## src/rtl/mem_arb_pkg.sv

```systemverilog
// mem_arb_pkg: shared types and constants for the instruction/data memory-port arbiter.
//   arb_state_t  : arbiter sequencing state (IDLE -> ACCESS -> RESP -> IDLE)
//   owner_t      : which core port owns the access in flight
//   MEM_LAT_MAX  : largest supported memory latency (limited by the 4-bit wait counter)
//   lat_load()   : countdown preload value for a given memory latency
package mem_arb_pkg;

    typedef enum logic [1:0] {
        IDLE   = 2'd0,
        ACCESS = 2'd1,
        RESP   = 2'd2
    } arb_state_t;

    typedef enum logic {
        OWN_IF = 1'b0,
        OWN_D  = 1'b1
    } owner_t;

    localparam int CNT_W       = 4;
    localparam int MEM_LAT_MAX = 15;

    // The counter runs from MEM_LAT-1 down to 0, so ACCESS lasts MEM_LAT cycles.
    // Out-of-range latencies are clamped rather than wrapping the 4-bit counter.
    function automatic logic [CNT_W-1:0] lat_load(input int lat);
        int l;
        l = (lat > MEM_LAT_MAX) ? MEM_LAT_MAX : ((lat < 1) ? 1 : lat);
        return CNT_W'(l - 1);
    endfunction

endpackage

```

## src/rtl/mem_wait_counter.sv

```systemverilog
// mem_wait_counter: 4-bit load/decrement countdown that times the ACCESS phase.
//   clk      in  : rising-edge clock
//   reset    in  : synchronous, active-high; clears the count
//   load     in  : load load_val (has priority over dec)
//   load_val in  : preload value
//   dec      in  : decrement by one; saturates at zero
//   zero     out : count is zero (combinational from the count register)
module mem_wait_counter
    import mem_arb_pkg::*;
(
    input  logic             clk,
    input  logic             reset,
    input  logic             load,
    input  logic [CNT_W-1:0] load_val,
    input  logic             dec,
    output logic             zero
);

    logic [CNT_W-1:0] cnt_reg;
    logic [CNT_W-1:0] cnt_next;

    always_comb begin
        cnt_next = cnt_reg;
        if (load) begin
            cnt_next = load_val;
        end else if (dec && (cnt_reg != '0)) begin
            cnt_next = cnt_reg - 1'b1;
        end
    end

    always_ff @(posedge clk) begin
        if (reset) begin
            cnt_reg <= '0;
        end else begin
            cnt_reg <= cnt_next;
        end
    end

    assign zero = (cnt_reg == '0);

endmodule

```

## src/rtl/mem_port_arbiter.sv

```systemverilog
// mem_port_arbiter: shares one single-ported, fixed-latency memory between the
// instruction-fetch port and the load/store data port, and stalls the core while
// either port has an access outstanding.
//
// Ports
//   clk, reset                 clock; synchronous active-high reset
//   if_req/if_addr             fetch request (held until if_ack)
//   if_rdata/if_ack            fetched word (held after ack) / one-cycle done pulse
//   d_req/d_we/d_addr/d_wdata  data request, 1=store (held until d_ack)
//   d_rdata/d_ack              load data (held after ack) / one-cycle done pulse
//   mem_en/mem_we              memory strobe / write enable (mem_we implies mem_en)
//   mem_addr/mem_wdata         latched address / store data of the current access
//   mem_rdata                  memory read data, valid in the last ACCESS cycle
//   stall                      (if_req & ~if_ack) | (d_req & ~d_ack)
//
// Build option
//   ARB_ROUND_ROBIN_EN: when defined, a conflict goes to the port that did not win
//   the previous grant; otherwise data always beats fetch.
module mem_port_arbiter
    import mem_arb_pkg::*;
#(
    parameter int ADDR_W  = 30,
    parameter int DATA_W  = 32,
    parameter int MEM_LAT = 2
) (
    input  logic              clk,
    input  logic              reset,
    input  logic              if_req,
    input  logic [ADDR_W-1:0] if_addr,
    output logic [DATA_W-1:0] if_rdata,
    output logic              if_ack,
    input  logic              d_req,
    input  logic              d_we,
    input  logic [ADDR_W-1:0] d_addr,
    input  logic [DATA_W-1:0] d_wdata,
    output logic [DATA_W-1:0] d_rdata,
    output logic              d_ack,
    output logic              mem_en,
    output logic              mem_we,
    output logic [ADDR_W-1:0] mem_addr,
    output logic [DATA_W-1:0] mem_wdata,
    input  logic [DATA_W-1:0] mem_rdata,
    output logic              stall
);

    arb_state_t        state_reg;
    arb_state_t        state_next;
    owner_t            owner_reg;
    owner_t            grant_owner;
    logic              we_reg;
    logic [ADDR_W-1:0] addr_reg;
    logic [DATA_W-1:0] wdata_reg;
    logic [DATA_W-1:0] if_rdata_reg;
    logic [DATA_W-1:0] d_rdata_reg;
    logic              any_req;
    logic              grant;
    logic              cnt_zero;
    logic              last_access;

    assign any_req     = if_req | d_req;
    // Requests are only looked at in IDLE; anything seen elsewhere waits its turn.
    assign grant       = (state_reg == IDLE) && any_req;
    assign last_access = (state_reg == ACCESS) && cnt_zero;

    // ------------------------------------------------------------------
    // Winner selection
    // ------------------------------------------------------------------
`ifdef ARB_ROUND_ROBIN_EN
    // owner_reg already remembers the previous grant (reset value: data), so it
    // doubles as the last-owner record; the first conflict after reset goes to fetch.
    always_comb begin
        grant_owner = OWN_IF;
        if (if_req && d_req) begin
            grant_owner = (owner_reg == OWN_D) ? OWN_IF : OWN_D;
        end else if (d_req) begin
            grant_owner = OWN_D;
        end
    end
`else
    // Fixed priority: the core never issues a new data request while it is
    // stalled on a fetch, so fetch cannot be starved.
    always_comb begin
        grant_owner = d_req ? OWN_D : OWN_IF;
    end
`endif

    // ------------------------------------------------------------------
    // FSM: state register
    // ------------------------------------------------------------------
    always_ff @(posedge clk) begin
        if (reset) begin
            state_reg <= IDLE;
        end else begin
            state_reg <= state_next;
        end
    end

    // ------------------------------------------------------------------
    // FSM: next-state logic
    // ------------------------------------------------------------------
    always_comb begin
        state_next = state_reg;
        unique case (state_reg)
            IDLE:    if (any_req)  state_next = ACCESS;
            ACCESS:  if (cnt_zero) state_next = RESP;
            RESP:    state_next = IDLE;
            default: state_next = IDLE;
        endcase
    end

    // ------------------------------------------------------------------
    // FSM: outputs (decoded from registered state and latched request)
    // ------------------------------------------------------------------
    always_comb begin
        mem_en = (state_reg == ACCESS);
        mem_we = (state_reg == ACCESS) && we_reg;
        if_ack = (state_reg == RESP) && (owner_reg == OWN_IF);
        d_ack  = (state_reg == RESP) && (owner_reg == OWN_D);
    end

    // ------------------------------------------------------------------
    // Request latch and read-data capture
    // ------------------------------------------------------------------
    always_ff @(posedge clk) begin
        if (reset) begin
            owner_reg    <= OWN_D;
            we_reg       <= 1'b0;
            addr_reg     <= '0;
            wdata_reg    <= '0;
            if_rdata_reg <= '0;
            d_rdata_reg  <= '0;
        end else begin
            if (grant) begin
                owner_reg <= grant_owner;
                if (grant_owner == OWN_D) begin
                    we_reg    <= d_we;
                    addr_reg  <= d_addr;
                    wdata_reg <= d_wdata;
                end else begin
                    // Fetches never write; mem_wdata keeps the last store data.
                    we_reg    <= 1'b0;
                    addr_reg  <= if_addr;
                end
            end
            // Stores leave d_rdata untouched.
            if (last_access && !we_reg) begin
                if (owner_reg == OWN_IF) begin
                    if_rdata_reg <= mem_rdata;
                end else begin
                    d_rdata_reg  <= mem_rdata;
                end
            end
        end
    end

    mem_wait_counter u_wait (
        .clk      (clk),
        .reset    (reset),
        .load     (grant),
        .load_val (lat_load(MEM_LAT)),
        .dec      (state_reg == ACCESS),
        .zero     (cnt_zero)
    );

    assign mem_addr  = addr_reg;
    assign mem_wdata = wdata_reg;
    assign if_rdata  = if_rdata_reg;
    assign d_rdata   = d_rdata_reg;
    assign stall     = (if_req & ~if_ack) | (d_req & ~d_ack);

endmodule

```

## config.mk

```make
export PLATFORM = sky130hd
export DESIGN_NAME = mem_port_arbiter
export DESIGN_NICKNAME = d
export VERILOG_FILES = /design/src/rtl/mem_arb_pkg.sv /design/src/rtl/mem_wait_counter.sv /design/src/rtl/mem_port_arbiter.sv
export SDC_FILE = /design/constraint.sdc
export NUM_CORES = 1
export LEC_CHECK = 0
export BUFFER_PORTS_ARGS = -buffer_cell sky130_fd_sc_hd__buf_2
export CORE_UTILIZATION = 41
export DETAILED_ROUTE_END_ITERATION = 6
export GPL_TIMING_DRIVEN = 0
export HOLD_SLACK_MARGIN = 0.12
export PLACE_DENSITY = 0.69
export REMOVE_ABC_BUFFERS = 1
export SYNTH_ARGS = -nofsm -noshare
export SYNTH_HDL_FRONTEND = slang
export SYNTH_SLANG_ARGS = --single-unit
```

## constraint.sdc

```tcl
create_clock -name clk -period 2.9 [get_ports clk]
set_clock_uncertainty 0.1 [all_clocks]
set_input_delay 0.29 -clock clk [delete_from_list [all_inputs] [get_ports clk]]
set_output_delay 0.29 -clock clk [all_outputs]
set_load 0.005 [all_outputs]
```

==> qor.yml <==
status: "finished, final reports clean"
grt_max_degree: 113
grt_pass1_wl_um: 25400
globalplace.congestion: 0.853
area_growth_pct: 50.3
grtUsageTotal_pct: 22.8
first_pass_iters: 4
drc_errors: 0
final_net_count: 1014
max_stage_delay_ns: 0.67
wl_per_cell_um: 15.1
min_period_ns: 2.54
cts_sinks: 134
met3_length_um: 881
tritoncts: "built"
syn_inst: 569
path_common_cell: "buf_8"
min-delay-start: "if_addr[1]"
relSlewSlack_pct: 37.1
worstSetupPathType: "flop to flop"
hold_path_depth: 3
start_kind: "flop"
ys.flop_type: "dfxtp_1"
reg2regPathDepth: 7
wl_met2_um: 8320
cp_data_arrival_time_ns: 2.78
antenna_left: 0
routed_wl_um: 16100
drive_above_1_share_pct: 33.9
port_buffers: 259
root_buffer: "clkbuf_16"
ioPinCount: 260
period_share_pct: 87.6
yosysWarnings: 0
antenna_found_initial: 0
dr.max_layer_used: "met4"
critPathMaxFanout: 10
die_width_um: 118
drt_iter0_drc: 205
required_ns: 3.14
worst_pin_slew_ns: 0.943
min_to: "mem_addr[1]"
post_synth_num_cell_types: 35
hp-class: "input port to flop"
yosys-top-cells-area: "dfxtp_1 49%, mux2i_1 17%, nand2b_1 11%"
die_height_um: 118
clock_latency_ns: 0.41
drv_slew: 0
clk_path_buf_depth: 2
critPathBufInv: 3
cpLargestDelayFamily: "simple AND/OR/NAND/NOR gates"
synth_top_cell_by_area: "dfxtp_1"
postCtsSetupBuffers: 0
synth-edff-count: 0
numCtsBuffers: 17
ys_ff_latch: 134
final_util_pct: 64.3
path_clk_slew_ns: 0.06
ys_seq_area_share_pct: 48.9
netlist.area_leader.share_pct: 48.9
dp_hpwl_um: 10700
finalSetupViolCount: 0
async_flop_share_pct: 0
dieArea_um2: 13900
rows: 41
fmax_ghz: 0.394
path_cells: "inv_1, ha_1, or3b_1, nor4_4, buf_8, buf_8, mux2i_1"
initial_core_util_pct: 42.8
vias_per_cell: 4.95
rsz0062_at_grt: "false"
vias: 5296
r2r_end: "if_rdata[8]"
cts.htree.levels: 4
syn_area_per_cell_um2: 9.64
crit_slowest_cell: "nor4_4"
power.leakage_uw: 0.00396
syn-cell-area_um2: 5490
placed_cells: 962
rrSetupSlack_ns: 0.36
grt_pass1_vias: 5411
drv_cap: 0
core_um2: 12800
hold_viol: 0
endpoint_kind: "flop"
power_density_nw_per_um2: 596
rr_startpoint: "u_wait.cnt_reg[0]"
wl_met1_um: 6380
peakVddDrop_mv: 0.328
diodes: 0
overflow: 0
instances_no_fill: 1069
[power by group]
| part | total [uW] | internal [uW] | switching (uW) |
|---|---|---|---|
| Combinational | 868 | 436 | 432 |
| Sequential | 2070 | 1990 | 81.7 |
| Clock | 1970 | 1220 | 756 |
| Total | 4910 | 3640 | 1270 |
[layout by cell type, fill, tap and decap left out, types with 2 or more instances in the layout]
cell type,netlist,routed
buf_2,8,258
a21oi_1,67,67
o21ai_0,3,3
clkinv_4,0,2
or4_1,2,2
clkbuf_8,0,2
mux2i_1,94,94
clkinv_2,0,6
nor3b_1,2,2
clkbuf_1,33,4
dfxtp_1,134,134
dlygate4sd3_1,0,75
clkbuf_16,0,17
inv_1,5,5
a211oi_1,30,30
nand2b_1,97,97
buf_8,0,8
nand2_1,67,67
[per-stage QoR]
| step | total power (uW) | worst slack, ns | instance area, um^2 | hold WS (ns) | setup TNS [ns] |
|---|---|---|---|---|---|
| after floorplan | 2480 | 0.00248 | 5280 | 0.259 | 0 |
| after global placement | 2830 | -0.824 | 6790 | 0.339 | -72.31 |
| after detailed placement | 2880 | -0.240 | 6950 | 0.348 | -5.95 |
| after CTS | 4930 | 0.195 | 8240 | 0.121 | 0 |
| after global routing | 5130 | 0.211 | 8250 | 0.133 | 0 |
| final | 4910 | 0.361 | 8250 | 0.131 | 0 |
[worst min-delay path, stage by stage]
cell	delay [ns]
buf_2	0.10
mux2i_1	0.12
a211oi_1	0.08
[layer usage]
| metal | up-vias | global-route usage, % |
|---|---|---|
| met1 | 2474 | 23.6 |
| li1 | 2572 | - |
| met4 | 0 | 12.2 |
| met5 | - | 0 |
| met3 | 35 | 6.10 |
| met2 | 215 | 41.8 |
[synth_stat cells (2+ instances only)]
library cell / instances
inv_1: 5
clkbuf_1: 33
buf_2: 8
nor3b_1: 2
or4_1: 2
o21ai_0: 3
buf_1: 2
nand2_1: 67
a21oi_1: 67
buf_6: 3
a211oi_1: 30
and2_1: 2
nand2b_1: 97
dfxtp_1: 134
mux2i_1: 94
[worst max-delay path by stage]
stage                 startpoint            to  slack (ns)  cells past startpoint
2_1_floorplan  u_wait.cnt_reg[0]   if_rdata[0]       0.002                      5
5_1_grt        u_wait.cnt_reg[0]   if_rdata[0]        0.21                      7
6_report       u_wait.cnt_reg[0]   if_rdata[8]        0.36                      7
3_5_place_dp               d_req   mem_addr[0]       -0.24                      4
3_3_place_gp   u_wait.cnt_reg[0]   d_rdata[14]       -0.82                      5
4_1_cts                    d_req  mem_addr[22]        0.20                      4
[kinds of logic after synthesis]
| logic type | Yosys count | share of synthesized area, % |
|---|---|---|
| AND/OR/NAND/NOR | 181 | 18.1 |
| AO/OA/AOI/OAI | 106 | 11.4 |
| adder cells (fa/ha/maj) | 1 | 0.228 |
| multiplexers | 94 | 17.1 |
| flip-flops | 134 | 48.9 |
| buffers and inverters | 53 | 4.24 |
[area by class of cell]
cell class / instances / area [um^2]
Tap cell: 172 / 215
Inverter: 6 / 22.5
Clock buffer: 23 / 468
Sequential cell: 134 / 2680
Fill cell: 1032 / 4580
Clock inverter: 9 / 77.6
Timing Repair Buffer: 343 / 2200
Multi-Input combinational cell: 382 / 2580
[repair_timing]
action	CTS	global route
endpoints found under the hold margin	103	0
hold buffers	75	0
endpoints found under the setup margin	0	8
gates resized for setup	0	1
(Power assumes the default switching activity.)
